`src/rtl/cdc_hs_tx.sv`:
```
// Source-side transmitter of a 4-phase req/ack bus synchronizer.
// Holds a captured word on TX_DATA while TX_REQ is up and retires it on the synchronized ack.
module cdc_hs_tx #(
    parameter int unsigned BUS_WIDTH  = 8,
    parameter int unsigned NUM_STAGES = 2
) (
    input  logic                 CLK,
    input  logic                 RST,
    input  logic [BUS_WIDTH-1:0] DATA_IN,
    input  logic                 DATA_VALID,
    output logic                 READY,
    output logic [BUS_WIDTH-1:0] TX_DATA,
    output logic                 TX_REQ,
    input  logic                 ACK_ASYNC,
    output logic                 DONE
);

    typedef enum logic [1:0] {
        ST_IDLE,
        ST_REQ,
        ST_RELEASE
    } state_t;

    state_t                 state_q, state_d;
    logic [NUM_STAGES-1:0]  ack_sync_q;
    logic                   ack_sync;
    logic [BUS_WIDTH-1:0]   tx_data_d;
    logic                   tx_req_d;
    logic                   done_d;

    // Acknowledge resynchronizer; only the last stage is ever consumed.
    always_ff @(posedge CLK or posedge RST) begin
        if (RST) begin
            ack_sync_q <= '0;
        end else begin
            ack_sync_q <= {ack_sync_q[NUM_STAGES-2:0], ACK_ASYNC};
        end
    end

    assign ack_sync = ack_sync_q[NUM_STAGES-1];

    // A stale ack from the previous transfer blocks a new request.
    assign READY = (state_q == ST_IDLE) && !ack_sync;

    always_ff @(posedge CLK or posedge RST) begin
        if (RST) begin
            state_q <= ST_IDLE;
            TX_DATA <= '0;
            TX_REQ  <= 1'b0;
            DONE    <= 1'b0;
        end else begin
            state_q <= state_d;
            TX_DATA <= tx_data_d;
            TX_REQ  <= tx_req_d;
            DONE    <= done_d;
        end
    end

    always_comb begin
        state_d   = state_q;
        tx_data_d = TX_DATA;
        tx_req_d  = TX_REQ;
        done_d    = 1'b0;
        case (state_q)
            ST_IDLE: begin
                if (DATA_VALID && READY) begin
                    tx_data_d = DATA_IN;
                    tx_req_d  = 1'b1;
                    state_d   = ST_REQ;
                end
            end
            ST_REQ: begin
                if (ack_sync) begin
                    tx_req_d = 1'b0;
                    state_d  = ST_RELEASE;
                end
            end
            ST_RELEASE: begin
                if (!ack_sync) begin
                    done_d  = 1'b1;
                    state_d = ST_IDLE;
                end
            end
            default: begin
                tx_req_d = 1'b0;
                state_d  = ST_IDLE;
            end
        endcase
    end

endmodule

```
`config.mk`:
```
export PLATFORM = sky130hd
export DESIGN_NAME = cdc_hs_tx
export DESIGN_NICKNAME = d
export VERILOG_FILES = /design/src/rtl/cdc_hs_tx.sv
export SDC_FILE = /design/constraint.sdc
export NUM_CORES = 1
export LEC_CHECK = 0
export ABC_AREA = 1
export CAP_MARGIN = 20
export CORE_AREA = 2 2 39 41
export CTS_CLUSTER_SIZE = 8
export DETAILED_ROUTE_END_ITERATION = 7
export DIE_AREA = 0 0 41 43
export PLACE_DENSITY_LB_ADDON = 0.15
export SLEW_MARGIN = 10
export SYNTH_ARGS = -nofsm -noshare
export SYNTH_HDL_FRONTEND = slang
export SYNTH_SLANG_ARGS = --single-unit
```
`constraint.sdc`:
```
create_clock -name CLK -period 1.6 [get_ports CLK]
set_input_delay 0.32 -clock CLK [delete_from_list [all_inputs] [get_ports CLK]]
set_output_delay 0.32 -clock CLK [all_outputs]
set_load 0.005 [all_outputs]
```
Yosys cells after proc, flatten, opt, wreduce, memory -nomap -nowiden:

Cells that the tools add are included.
Widths: inputs -> output; s select.

* register bits after elaboration: 14
* input port bits: 12
* output and inout bits: 11
* word-level logic and storage cells: 27

* equality and inequality tests: 5
* muxes and demuxes: 9
* bitwise gates (word level): 1
* reduce and logical (&&, ||, !) cells: 7

Operators with widths (number)
* $mux 2: 3
* $pmux 2 s3: 1
* $reduce_and 3->1: 2
* $mux 1: 4
* $ne 2x2->1 const B: 2
* $pmux 1 s3: 1
* $eq 2x1->1 const B: 1
* $eq 2x2->1 const B: 1
* $logic_and 1x1->1: 2
* $logic_not 2->1: 1
* $ne 2x1->1 const B: 1
* $reduce_and 2->1: 1
* $logic_not 1->1: 1
* $not 1->1: 1

Longest topological paths before layout:

* depth in word-level cells: 5
* mapped depth: 4
* mapped depth without buffers: 4

Worst setup path before layout:

OpenSTA, ideal clock, no wires.

* path kind: reg-to-output
* from: register state_q[0]
* to: output port READY
* arrival time: 684 ps
* required time: 1280 ps
* setup slack: 596 ps
* cell stages (with the launch flop): 2
* path buffers: 0
* cell sequence: dfrtp_1 > nor3_1

* word-level cells in the longest chain between the ends: 2

RTL lines
* from (decl): RTL line 24 `state_t state_q, state_d;`
* from (signal assigned): RTL line 52 `state_q <= state_d;`
* $logic_not 2->1: RTL line 43 `assign READY = (state_q == ST_IDLE) && !ack_sync;`
* $logic_and 1x1->1: RTL line 43
* to (decl): RTL line 11 `output logic READY,`

No other way between the ends.

Worst setup path in the final report:

* from: register TX_DATA[2]
* to: output port TX_DATA[2]

RTL lines
* from (decl): RTL line 12 `output logic [BUS_WIDTH-1:0] TX_DATA,`
* from (signal assigned): RTL line 53 `TX_DATA <= tx_data_d;`

No word-level cell between the ends.

==> load_flow_metrics.sql <==
INSERT INTO impl_metrics (metric_group, metric, value, unit) VALUES
('outcome', 'status', 'completed', ''),
('setup_path', 'slowest_stage', 'sky130_fd_sc_hd__clkdlybuf4s50_1', ''),
('timing', 'final_hold_viol_count', '0', ''),
('floorplanning', 'dieArea', '0.00176', 'mm^2'),
('cells_and_area', 'share_of_final_layout_standard_cells_stronger_than_drive_strength_1', '13.3', '%'),
('setup_path', 'critical_path_s_top_delay_family', 'buffers and inverters', ''),
('synthesis', 'sequential_element_share_of_the_synthesized_area', '62.9', '%'),
('drt', 'route.antenna.remaining_nets', '0', ''),
('pwr', 'irDropWorstVdd', '670', 'uV'),
('pwr', 'power.density_cell_area', '1250', 'mW/mm^2'),
('setup_path', 'critPathCaptureType', 'output pin', ''),
('pwr', 'sequentialPowerShare', '44.3', '%'),
('drt', 'num_vias', '467', ''),
('place', 'number_of_buffers_added_on_ports', '22', ''),
('setup_path', 'crit_path_start_kind', 'flop', ''),
('place', 'placed_cells', '94', ''),
('global_routing', 'grt_max_degree', '15', ''),
('synthesis', 'yosysWarnings', '0', ''),
('floorplanning', 'floorplan.die.width', '41', 'um'),
('floorplanning', 'core_region_area', '0.00138', 'mm^2'),
('synthesis', 'area_of_the_mapped_netlist', '557', 'um^2'),
('clocking', 'cts_made_buffers', '3', ''),
('floorplanning', 'die_height', '43', 'um'),
('pwr', 'leakage', '0.412', 'nW'),
('floorplanning', 'number_of_i_o_pins', '23', ''),
('timing', 'final-setup-viol-count', '0', ''),
('synthesis', 'ys_seq_elements', '14', ''),
('place', 'gpl.final_weighted_congestion', '0.677', ''),
('synthesis', 'synth_cell_type_count', '12', ''),
('timing', 'slew-limit-headroom', '65.6', '%'),
('clocking', 'numClockSinks', '14', ''),
('floorplanning', 'initial_util', '40.2', '%'),
('timing', 'setup_ws', '136', 'ps'),
('worst_hold_path', 'worst_hold_path_type', 'reg2reg', ''),
('timing', 'finalCriticalPeriod', '1460', 'ps'),
('drt', 'route.final.wire_length', '1070', 'um'),
('pwr', 'netSwitchingFraction', '27.3', '%'),
('cells_and_area', 'util_after_layout', '61.9', '%'),
('floorplanning', 'placementRows', '14', ''),
('drt', 'drc', '0', ''),
('setup_path', 'crit_fanout', '2', ''),
('drt', 'detail_route.wl_per_cell', '10.8', 'um'),
('global_routing', 'global_route.usage.total', '15.0', '%'),
('timing', 'grt_setup_unrepaired', 'no', ''),
('setup_path', 'path_class', 'reg2out', ''),
('place', 'dpl.hpwl', '765', 'um'),
('synthesis', 'synthesis.nets', '66', ''),
('synthesis', 'netlist_instances', '54', ''),
('timing', 'worst-slew-pin-transition', '515', 'ps'),
('drt', 'drt_pre_antenna_iters', '2', ''),
('place', 'dpl_worst_slack', '196', 'ps'),
('timing', 'hold_ws', '355', 'ps'),
('timing', 'setup-tns-final', '0', 'ps'),
('pwr', 'p_sw', '293', 'uW'),
('synthesis', 'avgSynthCellArea', '10.3', 'um^2'),
('setup_path', 'critPathBufInv', '1', ''),
('timing', 'report.final.slew_viol_count', '0', ''),
('clocking', 'ctsLongestPathBuffers', '2', ''),
('timing', 'maxClockFrequency', '0.683', 'GHz'),
('pwr', 'intPower', '781', 'uW'),
('setup_path', 'crit_path_max_incr_delay', '500', 'ps'),
('timing', 'skew', '4.06', 'ps'),
('clocking', 'cts_hold_buffers', '0', ''),
('setup_path', 'critPathArrivalTime', '1140', 'ps'),
('drt', 'route.detailed.vias_per_inst', '4.72', ''),
('pwr', 'p_comb_share', '32.2', '%'),
('global_routing', 'number_of_antenna_violations_at_the_first_check_in_global_routing', '0', ''),
('clocking', 'clk_tree_root_cell', 'sky130_fd_sc_hd__clkbuf_4', ''),
('timing', 'timing.final.crit_share', '91.5', '%'),
('cells_and_area', 'insertedDiodeCount', '0', ''),
('cells_and_area', 'finish.cell_count_without_fillers', '99', ''),
('drt', '1st_iter_drt_viols', '4', ''),
('clocking', 'clk_latency', '270', 'ps'),
('global_routing', 'via_count_of_the_first_global_routing_pass', '438', ''),
('cells_and_area', 'finish.net_count', '96', ''),
('pwr', 'clock_power_share', '23.5', '%'),
('clocking', 'htree_levels', '1', ''),
('clocking', 'cts.reportedPaths.clkPinSlew', '90', 'ps'),
('cells_and_area', 'area_growth_syn_to_layout', '53.9', '%'),
('clocking', 'tritoncts_clock_tree', 'yes', ''),
('global_routing', 'global_route.overflow_total', '0', ''),
('setup_path', 'crit_path_cell_trace', 'clkdlybuf4s50_1', ''),
('run', 'cap_violations', '0', ''),
('setup_path', 'critical_path_required', '1280', 'ps'),
('global_routing', 'first_pass_grt_wire_length', '1810', 'um');
==> logic make-up (layout without fill, tap and decap cells) <==
group           count (synthesis)  count (layout)  synth area share, %
compound gates                  3               3                 2.70
buf+inv                         5              34                 3.59
flops                          14              14                 62.9
simple gates                   32              32                 30.8
==> cells in the mapped netlist, drive strengths merged <==
library cell | number | area (um^2)
nor3 | 1 | 5.00
nand3 | 1 | 17.5
a21oi | 1 | 5.00
nand4 | 8 | 50.1
o21ai | 2 | 10.0
dfrtp | 14 | 350
buf | 1 | 5.00
nor2 | 2 | 23.8
inv | 4 | 15.0
nand2 | 20 | 75.1
==> power groups by stage <==
stage / Clock (mW) / Combinational [mW] / Sequential [mW]
final: 0.252 / 0.346 / 0.476
after global routing: 0.273 / 0.387 / 0.487
after CTS: 0.253 / 0.351 / 0.476
after detailed placement: 0 / 0.351 / 0.482
after global placement: 0 / 0.348 / 0.482
after floorplan: 0 / 0.115 / 0.503
==> cell type report <==
cell class                 count  area [um^2]
fill                         126          527
sequential                    14          350
timing repair buffer          26          249
multi-input combinational     35          186
clock buffer                   4         36.3
tap                           16         20.0
inverter                       4         15.0
==> sequential cells by signal, indices dropped and copies added (netlist names) <==
name and count:
TX_DATA 8, DONE 1, TX_REQ 1, state_q 2, ack_sync_q 2
==> cells in the final DEF, fill, tap and decap left out <==
master	count
sky130_fd_sc_hd__clkdlybuf4s50_1	21
sky130_fd_sc_hd__nand2_1	20
sky130_fd_sc_hd__dfrtp_1	14
sky130_fd_sc_hd__nand4_1	8
sky130_fd_sc_hd__buf_4	4
sky130_fd_sc_hd__inv_1	3
sky130_fd_sc_hd__clkbuf_4	3
sky130_fd_sc_hd__o21ai_0	2
sky130_fd_sc_hd__nor2_8	1
sky130_fd_sc_hd__inv_2	1
sky130_fd_sc_hd__nand3_4	1
sky130_fd_sc_hd__nor3_1	1
sky130_fd_sc_hd__nor2_1	1
sky130_fd_sc_hd__a21oi_1	1
sky130_fd_sc_hd__clkbuf_8	1
sky130_fd_sc_hd__dlygate4sd2_1	1
==> per-stage QoR <==
step	total power, mW	area, um^2
2_1_floorplan	0.618	557
3_3_place_gp	0.831	815
3_5_place_dp	0.833	815
4_1_cts	1.08	857
5_1_grt	1.15	857
6_report	1.07	857
==> repair_timing <==
action	CTS	global route
endpoints found under the hold margin	0	0
setup buffers	1	0
setup endpoints to repair	1	0
gates resized for setup	1	0
==> metal layers <==
layer / wire length, um / track usage [%]
met1: 516 / 21.2
met5: 0 / 0
met4: 6 / 6.00
met3: 69 / 3.14
met2: 475 / 21.9
==> worst paths after layout <==
check / startpoint / end / slack (ps) / depth (start not counted)
worst max-delay path: TX_DATA[2] / TX_DATA[2] / 140 / 1
worst min-delay path: ack_sync_q[0] / ack_sync_q[1] / 360 / 0
worst max register to register: state_q[0] / TX_DATA[3] / 480 / 5
worst min register to register: ack_sync_q[0] / ack_sync_q[1] / 360 / 0
max in group asynchronous: RST / TX_DATA[4] / 890 / 2
min in group asynchronous: RST / TX_REQ / 370 / 2
(Power assumes the default switching activity.)
